**config.mk**
```make
export PLATFORM = sky130hd
export DESIGN_NAME = input_conditioner
export DESIGN_NICKNAME = d
export VERILOG_FILES = /design/src/rtl/input_conditioner.sv
export SDC_FILE = /design/constraint.sdc
export NUM_CORES = 1
export LEC_CHECK = 0
export CAP_MARGIN = 40
export CORE_UTILIZATION = 33
export CTS_BUF_LIST = sky130_fd_sc_hd__clkbuf_16
export DETAILED_ROUTE_END_ITERATION = 8
export PLACE_DENSITY = 0.48
export SETUP_SLACK_MARGIN = 0.15
export SLEW_MARGIN = 20
export SYNTH_ARGS = -nofsm -noshare
export SYNTH_HDL_FRONTEND = slang
export SYNTH_SLANG_ARGS = --single-unit
```
**constraint.sdc**
```tcl
create_clock -name clock -period 5.15 [get_ports clock]
set_clock_uncertainty 0.15 [all_clocks]
set_input_delay 0.7725 -clock clock [delete_from_list [all_inputs] [get_ports clock]]
set_output_delay 0.7725 -clock clock [all_outputs]
set_load 0.02 [all_outputs]
```
**src/rtl/input_conditioner.sv**
```systemverilog
// Two-channel input conditioner: 2-flop synchronizer, counter-based debounce,
// registered debounced levels with one-cycle rise/fall pulses and a busy flag.
module input_conditioner #(
  parameter int unsigned DEBOUNCE_CYCLES = 4,
  parameter int unsigned CNT_W           = 8
) (
  input  logic clock,
  input  logic reset,
  input  logic a_raw,
  input  logic b_raw,
  output logic a,
  output logic b,
  output logic a_rise,
  output logic b_rise,
  output logic a_fall,
  output logic b_fall,
  output logic busy
);

  localparam int unsigned NCH = 2;
  localparam logic [CNT_W-1:0] CNT_LAST = CNT_W'(DEBOUNCE_CYCLES - 1);

  typedef enum logic {
    ST_STABLE  = 1'b0,
    ST_PENDING = 1'b1
  } state_e;

  logic [NCH-1:0]            raw;
  logic [NCH-1:0]            s1_q, s2_q;
  logic [NCH-1:0]            lvl_q, lvl_d;
  logic [NCH-1:0]            rise_q, rise_d;
  logic [NCH-1:0]            fall_q, fall_d;
  logic [NCH-1:0][CNT_W-1:0] cnt_q, cnt_d;
  state_e [NCH-1:0]          state_q, state_d;
  logic                      busy_q, busy_d;

  assign raw = {b_raw, a_raw};

  // Per-channel debounce FSM; pulses fire on the cycle after the level flips.
  always_comb begin
    lvl_d   = lvl_q;
    cnt_d   = cnt_q;
    state_d = state_q;
    rise_d  = '0;
    fall_d  = '0;
    busy_d  = 1'b0;
    for (int unsigned i = 0; i < NCH; i++) begin
      unique case (state_q[i])
        ST_STABLE: begin
          if (s2_q[i] != lvl_q[i]) begin
            if (DEBOUNCE_CYCLES > 1) begin
              state_d[i] = ST_PENDING;
              cnt_d[i]   = CNT_W'(1);
            end else begin
              lvl_d[i] = s2_q[i];
              cnt_d[i] = '0;
            end
          end
        end
        ST_PENDING: begin
          if (s2_q[i] == lvl_q[i]) begin
            state_d[i] = ST_STABLE;
            cnt_d[i]   = '0;
          end else if (cnt_q[i] == CNT_LAST) begin
            lvl_d[i]   = s2_q[i];
            cnt_d[i]   = '0;
            state_d[i] = ST_STABLE;
          end else begin
            cnt_d[i] = cnt_q[i] + CNT_W'(1);
          end
        end
        default: begin
          state_d[i] = ST_STABLE;
          cnt_d[i]   = '0;
        end
      endcase
      rise_d[i] = lvl_d[i] & ~lvl_q[i];
      fall_d[i] = ~lvl_d[i] & lvl_q[i];
      busy_d    = busy_d | (state_d[i] == ST_PENDING);
    end
  end

  always_ff @(posedge clock) begin
    if (reset) begin
      s1_q    <= '0;
      s2_q    <= '0;
      lvl_q   <= '0;
      cnt_q   <= '0;
      state_q <= {NCH{ST_STABLE}};
      rise_q  <= '0;
      fall_q  <= '0;
      busy_q  <= 1'b0;
    end else begin
      s1_q    <= raw;
      s2_q    <= s1_q;
      lvl_q   <= lvl_d;
      cnt_q   <= cnt_d;
      state_q <= state_d;
      rise_q  <= rise_d;
      fall_q  <= fall_d;
      busy_q  <= busy_d;
    end
  end

  assign a      = lvl_q[0];
  assign b      = lvl_q[1];
  assign a_rise = rise_q[0];
  assign b_rise = rise_q[1];
  assign a_fall = fall_q[0];
  assign b_fall = fall_q[1];
  assign busy   = busy_q;

endmodule

```
## Word-level counts from Yosys, hierarchy flattened

Index checks and enable logic that the tools add are counted.

- Bitwise gates (word level): 11
- Eq/ne operators: 8
- Multiplexer cells: 22
- $add $sub $neg: 2

Operators with widths:

| kind | count |
|---|---|
| $mux W8 | 6 |
| $pmux W8 S2 | 2 |
| $add A8 B1 Y8 const B | 2 |
| $eq A8 B2 Y1 const B | 2 |
| $mux W1 | 10 |
| $pmux W1 S2 | 4 |
| $not A1 Y1 | 6 |
| $and A1 B1 Y1 | 4 |
| $ne A2 B2 Y1 const B | 2 |
| $eq A1 B1 Y1 | 2 |
| $ne A1 B1 Y1 | 2 |
| $or A1 B1 Y1 | 1 |

- Bits in registers: 29
- Logic and storage cells: 53
- Input bits: 4

## Logic depth before layout (Yosys ltp)

Gate-level depths: netlist (run 1).

- Word-level depth: 6
- Depth in mapped cells: 5
- Gate-level depth less buffers: 5

## Least setup slack after synthesis (run 1)

No wires, ideal clock.

- Path type: register -> register
- From: reg cnt_q[0] (netlist bit)
- To: reg cnt_q[6] (netlist bit)
- Data arrival time: 1624 ps
- Cell stages (with the launch flop): 6
- Slack: 3260 ps
- Path buffers: 0
- Path through: dfxtp_1 > ha_1 > or4b_4 > nor4_4 > nor3_1 > o22a_1

- Longest elaborated chain between the ends: 4

Ends and longest elaborated chain:

| item | line | RTL |
|---|---|---|
| from (decl) | 33 | `logic [NCH-1:0][CNT_W-1:0] cnt_q, cnt_d;` |
| from (signal assigned) | 97 | `cnt_q <= cnt_d;` |
| $add A8 B1 Y8 or $eq A8 B2 Y1 (tied branches) | 69, 64 |  |
| $mux W8 * | 64 | `end else if (cnt_q[i] == CNT_LAST) begin` |
| $mux W8 * | 61 | `if (s2_q[i] == lvl_q[i]) begin` |
| $pmux W8 S2 * | 48 | `unique case (state_q[i])` |

Every way passes the cells marked *; elsewhere a longest branch is shown, timed or not.
A chain may end at the register's enable or synchronous reset.

==> results summary, run 1 <==
The total number of vias is slightly above 1k. The sequential cell fraction of total power is slightly above 40%. Setup repair after global routing left no endpoint under its margin. The die covers around 4300 um2.

For this run, the share of the core covered by cells in the final layout is between 40% and 50%. The critical path is of the input port to flip-flop type. The max-slew violation count came to 0. The starting density of the core came out at a little over a third. The share of the synthesized area in the top cell type is 43.7%.

The worst setup path is captured at a flip-flop. In this run the count of I/O pins placed on the die edge is 11. The region available for standard cell placement spans between 3000 and 4000 um2. The number of clock sinks is 29. The post-synthesis share of cell area spent on full adders, half adders and majority gates is 3.76%. The transition time at the pin with the least slew margin came out at between 0.5 and 0.6 ns.

The compound-cell area share of the yosys netlist came out at 15.9%. The data arrival time of the critical path came out at approximately 2.4 ns. For the worst setup path, the data required time is 5.22 ns. Dividing total power by cell area gives a power density of between 300 and 400 nW/um2. The post-synthesis to final-layout area growth is 24.0%.

VDD sags by at most around 0.18 mV. The tightest min-delay check is of the flip-flop to flip-flop type. The switching power as a share of total power is just under 20%.

The number of buffers and inverters on the critical path is 1. The total of flip-flops plus latches after synthesis is 29. The total setup violations reported at the end of the flow came out at 0.

TritonCTS built the clock tree. The longest clock path from root to sink contains 2 buffers. The Yosys warning count is 0. Cells with a size suffix above 1 make up 8.50% of the layout. The per-instance average area after synthesis came out at just under 10 um2. The post-synthesis instance area is approximately 1300 um2.

By area the synthesized netlist is led by sky130_fd_sc_hd__dfxtp_1, sky130_fd_sc_hd__nor4b_1, sky130_fd_sc_hd__ha_1. In this run the static leakage power is around 0.6 nW. For this design, the slowest cell found on the critical path is sky130_fd_sc_hd__clkdlybuf4s50_1. The count of unique library cells instantiated by Yosys came out at 38. The largest total area in the synthesized netlist belongs to sky130_fd_sc_hd__dfxtp_1. The synthesized-area fraction occupied by and/or/nand/nor cells came out at about 29%. The port buffer count came out at 10. The largest fanout of any net on the critical path came out at 15. The clock root buffer master is sky130_fd_sc_hd__clkbuf_16. Dividing the final minimum period by the clock period gives a little under half.

The net count after synthesis is about 150. The number of nets with antenna violations after routing is 0. The clock share of power came out at 56.6%.

The post-layout instance count excluding filler cells is around 200. STA classifies the critical path startpoint as an input port. Before antenna repair, the detailed router went through 4 iterations. Setup total negative slack on the finished layout was measured at 0 ns.

Detailed placement finished with a half-perimeter wire length of 1780 um. After clock tree synthesis, the clock-pin slew on the worst setup and hold paths is ~0.050 ns. The cts-stage hold buffer count came out at 0. The floorplan has 22 rows. The smallest clock period supported by the final layout is computed as about 2.4 ns. The via count of the first global-routing pass is ~1.0k. The internal power component came out at around 0.46 mW.

The number of buffers created by CTS is 5. The count of filler cells inserted in the layout is approximately 370. The number of inserted diodes is 0. In this run the number of H-tree levels came out at 2.

The flow ran to the end, and the final reports show no timing, DRC or antenna violations. The maximum number of pins on one net before global-route repair came out at 16. Clock latency on the worst-skew pair, taken at its later pin, is around 0.27 ns. The routed design has ~2600 um of wire. The wire length of the first global-routing pass is approximately 4600 um. The detailed router finished its first iteration with 60 violations. The cell total after placement came out at roughly 190. The total DRC errors in the routed layout came out at 0.

The routed length per placed instance is around 13 um. The post-CTS setup repair buffer count came out at 0. The post-synthesis cell count came out at around 140. The combinational share of power is under 10%. The post-cts resize count is 0. The height of the chip came out at ~65 um. After synthesis, the largest family of logic cells by area is simple AND/OR/NAND/NOR gates. Overall power consumption after layout is estimated at around 0.57 mW. The delay of the slowest critical-path stage is 0.69 ns. The die extent in x came out at ~65 um. The proportion of synthesized area in mux cells came out at ~1.5%. The vias per cell is 5.07. The number of nets in the layout came out at 160. The sequential area share after synthesis is 43.7%. The highest attainable clock frequency is 425 MHz. The remaining global-route overflow came out at 0. The total global routing track utilization is roughly 15%. The net switching power of the design came out at roughly 0.11 mW.

The number of maximum-capacitance violations is 0. The final RePlAce weighted congestion is 0.804. The signal on the critical path passes through clkdlybuf4s50_1 > nand3b_2 > o311ai_1 > o21a_1. The kind of cell with the highest combined delay along the critical path is buffers and inverters. Headroom to the max-slew limit came out at 63.3%. The xor/xnor cell area share of the yosys netlist came out at under 10%. The hold violation count in the final report came out at 0. The number of antenna violations at the first check in global routing is 0.
[layout by cell type, fill, tap and decap left out, drive strengths merged, types with 5 or more instances in the layout]
cell type	count
clkbuf	5
clkdlybuf4s50	10
nor4b	7
nor2	13
nor3	6
a21o	5
nand3	7
nand2	8
dfxtp	29
[power groups by stage]
stage          registers (mW)  clock network (mW)  logic [mW]
2_1_floorplan           0.235                   0      0.0119
3_3_place_gp            0.236                   0      0.0171
3_5_place_dp            0.236                   0      0.0182
4_1_cts                 0.231               0.333      0.0182
5_1_grt                 0.232               0.342      0.0204
6_report                0.231               0.325      0.0180
[final cells by class]
class	count	area (um2)	share of cell area [%]
clock buffer	5	125	7.59
clock inverter	3	37.5	2.28
inverter	3	11.3	0.683
multi-input combinational	102	723	43.9
sequential	29	581	35.2
tap	48	60.1	3.64
timing repair buffer	11	111	6.75
[per-layer routing]
metal,track usage [%],up-vias,part of all wire (%)
met2,21.8,13,42
met3,5.21,5,3.0
met1,18.1,467,53
met5,0,-,0
li1,-,534,-
met4,8.15,0,2.2
[cell families after synthesis]
family / count (synthesis)
and+or+nand+nor: 61
AOI/OAI and AO/OA: 29
DFF: 29
buffers and inverters: 7
xor gates and xnor gates: 6
adders and majority gates: 4
muxes: 2
[cell usage after synthesis (all sizes together)]
cell type,n
o22a,1
or2,1
or3,4
ha,4
o211ai,1
and3,3
nand3,7
o21a,4
nor4b,7
nand3b,1
a211oi,2
a22o,2
a21oi,4
nor4,2
nor2b,4
dfxtp,29
xor2,2
o31ai,2
mux2i,2
nor3b,2
a211o,1
or4b,1
clkbuf,3
xnor2,4
nand2,8
inv,3
nand4,1
o21ai,3
o2bb2a,1
nand4bb,1
nor3,6
nor2,13
o311ai,2
a21o,5
o32ai,1
buf,1
[state kept, by name (all words and copies together) (netlist names)]
name and cells:
rise_q 2, s2_q 2, lvl_q 2, s1_q 2
fall_q 2, busy 1, state_q 2, cnt_q 16
[stage by stage]
| stage | cell area, um2 | setup slack, ns | hold slack (ns) |
|---|---|---|---|
| final | 1650 | 2.80 | 0.289 |
| after global routing | 1650 | 2.65 | 0.313 |
| after CTS | 1650 | 2.79 | 0.292 |
| after detailed placement | 1490 | 2.50 | 0.278 |
| after global placement | 1480 | 2.20 | 0.274 |
| after floorplan | 1330 | 3.26 | 0.264 |
[final timing paths]
kind                 start       end  slack [ns]  depth (start not counted)
setup / recovery     reset  cnt_q[5]        2.80                          4
hold / removal     s1_q[1]   s2_q[1]        0.29                          1
setup reg to reg  cnt_q[0]  cnt_q[6]        3.00                          5
hold reg to reg    s1_q[1]   s2_q[1]        0.29                          1
No activity file was read; power rests on OpenSTA's default activity.
==> inputs of run 2 (changes only) <==
Settings changed: PLACE_DENSITY 0.48 to 0.5.
Clock period 5.15 ns to 2.15 ns, I/O delays scaled along.
==> run 2 against run 1 <==
Hold slack worse by 0.0039 ns. Non-clock buffer count is 7 higher. Die area stayed put. Sequential cell count stayed put. Total power is 120% higher. Wire length is 2.8% lower.
==> results summary, run 2 (synthesis gave the netlist of run 1 again) <==
The flow ran to the end, and the final reports show no timing, DRC or antenna violations. For this configuration, the core starts out at a cell density of around a third. The cts-stage hold buffer count is 0. The count of TritonRoute iterations in the first routing pass came out at 4.

Data on the critical path arrives at its endpoint at approximately 1.9 ns. The internal portion of the total power is a little under 1 mW. The number of buffers created by CTS is 5. The HPWL after detailed placement is between 1500 and 2000 um. The startpoint kind of the worst setup timing path is a flip-flop. The setup path with the least slack is of type flip-flop to flip-flop.

The combinational share of power came out at between 3 and 4%. STA classifies the critical path endpoint as a flip-flop. For this run the aggregate overflow at the end of global routing stands at 0. Cells with a size suffix above 1 make up about 15% of the layout. More flip-flops sit in one register than any other, and that register is cnt_q.

The total DRC errors in the routed layout came out at 0. The max-slew violation count is 0. The post-synthesis to final-layout area growth came out at 26.1%. CTS built an H-tree with a depth of 2.

After clock tree synthesis, the clock-pin slew on the worst setup and hold paths is 0.05 ns. The maximum number of pins on one net before global-route repair is 13. The min-delay analysis places its worst path in the category flip-flop to flip-flop. The die is 65.5 um tall. The sequential cell fraction of total power came out at between 40 and 50%. The routed length per placed instance came out at ~12 um. The net switching power of the design came out at approximately 0.25 mW. The largest voltage drop on the vdd net came out at around 0.50 mV. The via count of the first global-routing pass is 1019. The final layout contains 167 nets. The total power consumption of the routed design came out at roughly 1.2 mW.

The number of primary I/O pins came out at 11. The final RePlAce weighted congestion is just under 0.8. The number of antenna violations at the first check in global routing was 0.

The hold violation count in the final report came to 0. The power density over the cells is between 700 and 800 nW/um2. After detailed routing, the total wire length is 2550 um. The number of clock sinks came out at 29. The total setup violations reported at the end of the flow is 0.

In the layout the commonest cells are sky130_fd_sc_hd__dfxtp_1, sky130_fd_sc_hd__nor2_1, sky130_fd_sc_hd__clkdlybuf4s50_1, sky130_fd_sc_hd__nand2_1. The buffer depth of the longest clock path came out at 2. The clock share of power is between 50 and 60%. The clock latency reported for the late side of the worst-skew pair came out at between 0.2 and 0.3 ns. The final total negative setup slack is 0 ns. The number of DRC markers after the initial detailed-route iteration came out at 80. The switching power as a share of total power is 20.5%. The highest attainable clock frequency came out at approximately 540 MHz. Data on the critical path is required at its endpoint by between 2 and 2.5 ns.

The clock root buffer master is sky130_fd_sc_hd__clkbuf_16. The row count came out at 22. The floorplan die area is 4290 um2. Global routing consumed, over all layers together, 14.5% of the routing resources. The transition time at the pin with the least slew margin came out at about 0.4 ns. Across the run, the number of max-cap violations was 0. The vias per cell came out at between 5 and 6. The die extent in x is between 60 and 70 um.

In this run the tool buffered the top-level ports with 10 buffer cells. The register with the most flip-flops in the layout has 16 of them. The total number of vias came out at 1069. The number of nets with antenna violations after routing came out at 0. The max-slew headroom at the worst pin is between 70% and 80%.

The leakage power came out at roughly 0.64 nW. The minimum clock period is around 1.8 ns. The wire length of the first global-routing pass came out at ~4600 um. Leaving out fill and tap cells, the most frequent cell in the layout is sky130_fd_sc_hd__dfxtp_1. Fill cells in the final layout number 359. TritonCTS built the clock tree. The largest fanout of any net on the critical path came out at 5. Setup repair after global routing left no endpoint under its margin. The core area came out at roughly 3800 um2. The period utilization came out at ~86%. The number of inserted diodes came out at 0.
## run 2: changes by cell type in the layout (fill, tap and decap cells not counted), sizes merged
cell,change
clkinv,+2
inv,-1
buf,+7
bufinv,-1
## run 2: stage by stage
step | std cells | setup WS, ns | cell area (um2) | hold WS (ns) | utilization, %
6_report | 208 | 0.308 | 1680 | 0.285 | 44.5
5_1_grt | 208 | 0.167 | 1680 | 0.304 | 44.5
4_1_cts | 208 | 0.185 | 1680 | 0.291 | 44.4
3_5_place_dp | 196 | 0.0987 | 1510 | 0.279 | 39.9
3_3_place_gp | 196 | 0.153 | 1510 | 0.274 | 39.9
2_1_floorplan | 138 | 0.260 | 1330 | 0.264 | -
## run 2: critical path: stages (launching register included)
cell and delay [ns]:
sky130_fd_sc_hd__dfxtp_2 0.33, sky130_fd_sc_hd__ha_2 0.18, sky130_fd_sc_hd__or4b_4 0.48, sky130_fd_sc_hd__nor4_4 0.17, sky130_fd_sc_hd__buf_4 0.18, sky130_fd_sc_hd__nor3_1 0.05
sky130_fd_sc_hd__o22a_1 0.19
## run 2: power by group through the flow
stage | sequential (mW) | clock [mW] | combinational [mW]
2_1_floorplan | 0.564 | 0 | 0.0284
3_3_place_gp | 0.565 | 0 | 0.0452
3_5_place_dp | 0.565 | 0 | 0.0453
4_1_cts | 0.554 | 0.664 | 0.0480
5_1_grt | 0.555 | 0.692 | 0.0531
6_report | 0.554 | 0.638 | 0.0477
## run 2: repair_timing
| item | CTS | global route |
|---|---|---|
| resized for setup | 4 | 1 |
| pin swaps | 1 | 1 |
| setup endpoints to repair | 4 | 9 |
| gates cloned | 1 | 0 |
| setup buffers | 3 | 0 |
## run 2: final cells by class
cell class / count / area [um2] / share of cell area (%)
Multi-Input combinational cell: 102 / 727 / 43.4
Sequential cell: 29 / 583 / 34.8
Timing Repair Buffer: 18 / 158 / 9.40
Clock buffer: 5 / 125 / 7.46
Clock inverter: 3 / 12.5 / 0.746
Inverter: 3 / 11.3 / 0.672
Tap cell: 48 / 60.1 / 3.58
## run 2: final timing paths
| check | startpoint | endpoint | slack, ns | depth (start not counted) |
|---|---|---|---|---|
| setup reg to reg | cnt_q[0] | cnt_q[6] | 0.31 | 6 |
| hold / removal | s1_q[1] | s2_q[1] | 0.28 | 1 |
| hold reg to reg | s1_q[1] | s2_q[1] | 0.28 | 1 |
| setup / recovery | cnt_q[0] | cnt_q[6] | 0.31 | 6 |
## run 2: routing by layer
metal	vias up	GRT usage [%]	share of wire, %
li1	552	-	-
met1	500	17.7	50
met2	12	21.6	44
met3	5	5.56	3.8
met4	0	8.15	1.8
met5	-	0	0
==> inputs of run 3 (changes only) <==
Settings changed: MAX_ROUTING_LAYER from default to met4.
==> run 3 against run 2 <==
Register-to-register slack is essentially flat. Wire length grew 0.39%. Die area is the same. Largest cell class unchanged. Non-clock buffer count is the same. Maximum frequency is essentially flat. Global-route usage grew 0.39 points. Count of clock-buffer cells in the layout is the same. Highest routed layer unchanged. Design area is the same. Critical path depth is the same. Sequential share of layout area is the same. Hold slack gained 0.0012 ns.
==> results summary, run 3 (synthesis gave the netlist of run 1 again) <==
The flow ran to the end, and the final reports show no timing, DRC or antenna violations. The flip-flop count of the largest register after layout is 16. In this run the vertical extent of the chip is around 65 um. In this run the clock root is driven by a sky130_fd_sc_hd__clkbuf_16. The worst hold path cell count came out at 1. The CTS tree is done.

The total setup violations reported at the end of the flow came out at 0. For the pin with the worst max-slew slack, the measured transition is between 0.3 and 0.4 ns. The classification of the worst setup path is flip-flop to flip-flop. The total number of vias came out at approximately 1.1k. In this run the register-to-register setup slack is about 0.31 ns. The number of inserted diodes is 0.

The max-slew violation count was 0. The via count of the first global-routing pass came out at between 1k and 1.5k. The minimum hold slack is roughly 0.29 ns. The endpoint of the most critical setup path is cnt_q[6]. The worst hold path belongs to the class flip-flop to flip-flop. The largest voltage drop on the vdd net came out at between 0.4 and 0.5 mV. Leaving out fill and tap cells, the most frequent cells in the layout are sky130_fd_sc_hd__dfxtp_1, sky130_fd_sc_hd__nor2_1, sky130_fd_sc_hd__clkdlybuf4s50_1, sky130_fd_sc_hd__nand2_1. The row count is 22. The number of buffers created by CTS is 5. The ratio of cells with drive above 1 in the final layout came out at ~15%.

The total global routing track utilization is approximately 15%. Entering global routing, the biggest net connects 13 pins. The count of TritonRoute iterations in the first routing pass came out at 4.

The worst reg-to-reg path cell count is 6. The final RePlAce weighted congestion came out at ~0.80. The startpoint of the worst-slack reg-to-reg timing path is cnt_q[0]. The total DRC errors in the routed layout came out at 0. In the final timing run, aggregate negative setup slack is 0 ns.

Leaving out fill and tap cells, the most frequent cell in the layout is sky130_fd_sc_hd__dfxtp_1. The starting density of the core came out at a little over a third. The remaining global-route overflow is 0. The power density over the cells came out at 740 nW/um2. The number of maximum-capacitance violations is 0. Setup repair after global routing left no endpoint under its margin. 11 I/O pins were placed. The max-slew headroom at the worst pin is around three quarters. In this run the static leakage power is 0.636 nW. The post-synthesis to final-layout area growth is 26.1%. The first global-routing pass estimated between 4000 and 5000 um of wire.

STA classifies the critical path endpoint as a flip-flop. The number of DRC markers after the initial detailed-route iteration is about 80. The routed length per placed instance came out at 12.3 um. The vias per cell is around 5.

The critical path starts at cnt_q[0]. The period utilization is between 80% and 90%. The hold violation count in the final report is 0. The count of buffers added on input and output ports is 10. The largest fanout of any net on the critical path came out at 5.

The clock input transition at the sequential cells of the worst setup and hold paths came out at ~0.050 ns. The number of nets with antenna violations after routing came out at 0. The clock tree synthesis step divided the H-tree into 2 levels. The clock latency reported for the late side of the worst-skew pair came out at between 0.2 and 0.3 ns. The post-detailed-routing wire length came out at around 2600 um.

The core area is around 3800 um2. Detailed placement ended at an HPWL of ~1800 um. STA classifies the critical path startpoint as a flip-flop. The minimum clock period came out at 1.84 ns. More flip-flops sit in one register than any other, and that register is cnt_q. The data arrival time of the critical path came out at 1.86 ns.

The end of the worst register-to-register path is cnt_q[6]. The floorplan step defined a die boundary enclosing ~4300 um2. Static timing analysis puts the maximum clock frequency at between 500 and 600 MHz. The number of clock sinks is 29. The die extent in x came out at ~65 um. The data required time of the critical path came out at around 2.2 ns. The buffer depth of the longest clock path is 2. After the last flow step, the layout net total stands at between 150 and 200. The number of antenna violations at the first check in global routing was 0.
==> run 3: final cells by class <==
class | count | area (um2)
fillers | 359 | 2090
repair buffers | 18 | 158
flip-flops and latches | 29 | 583
clock inverters | 3 | 12.5
inverters | 3 | 11.3
multi-input cells | 102 | 727
well taps | 48 | 60.1
clock buffers | 5 | 125
==> run 3: metal layers <==
layer / up-vias / GRT usage [%] / share of wire, %
li1: 550 / - / -
met1: 498 / 17.9 / 51
met2: 12 / 21.6 / 44
met3: 5 / 5.21 / 3.2
met4: 0 / 8.15 / 1.8
met5: - / - / 0
==> run 3: stage by stage <==
| stage | std cells | util, % | power, mW | setup WS, ns | cell area (um2) |
|---|---|---|---|---|---|
| 5_1_grt | 208 | 44.5 | 1.30 | 0.167 | 1680 |
| 6_report | 208 | 44.5 | 1.24 | 0.307 | 1680 |
| 3_5_place_dp | 196 | 39.9 | 0.611 | 0.0987 | 1510 |
| 2_1_floorplan | 138 | - | 0.592 | 0.260 | 1330 |
| 4_1_cts | 208 | 44.4 | 1.27 | 0.185 | 1680 |
| 3_3_place_gp | 196 | 39.9 | 0.610 | 0.153 | 1510 |
==> run 3: worst max-delay path, stage by stage (launching register included) <==
cell,delay [ns]
sky130_fd_sc_hd__dfxtp_2,0.33
sky130_fd_sc_hd__ha_2,0.18
sky130_fd_sc_hd__or4b_4,0.49
sky130_fd_sc_hd__nor4_4,0.17
sky130_fd_sc_hd__buf_4,0.18
sky130_fd_sc_hd__nor3_1,0.05
sky130_fd_sc_hd__o22a_1,0.19
==> run 3: how the worst min path moves through the flow <==
stage                     startpoint      end  slack [ns]
after global placement       s1_q[1]  s2_q[1]        0.27
after detailed placement     s1_q[1]  s2_q[1]        0.28
final                        s1_q[1]  s2_q[1]        0.29
after floorplan              s1_q[0]  s2_q[0]        0.26
after global routing         s1_q[1]  s2_q[1]        0.30
after CTS                    s1_q[1]  s2_q[1]        0.29
==> run 3: where the power goes <==
part | leakage, nW | switching [mW] | internal (mW)
sequential | 0.236 | 0.00750 | 0.547
combinational | 0.332 | 0.0251 | 0.0226
clock | 0.0687 | 0.222 | 0.416
==> run 3: what timing repair did <==
item | in CTS | in global routing
endpoints found under the hold margin | 0 | 0
setup endpoints to repair | 4 | 9
cloned | 1 | 0
pin swaps | 1 | 1
setup buffers | 3 | 0
hold buffers | 0 | 0
resized for setup | 4 | 1
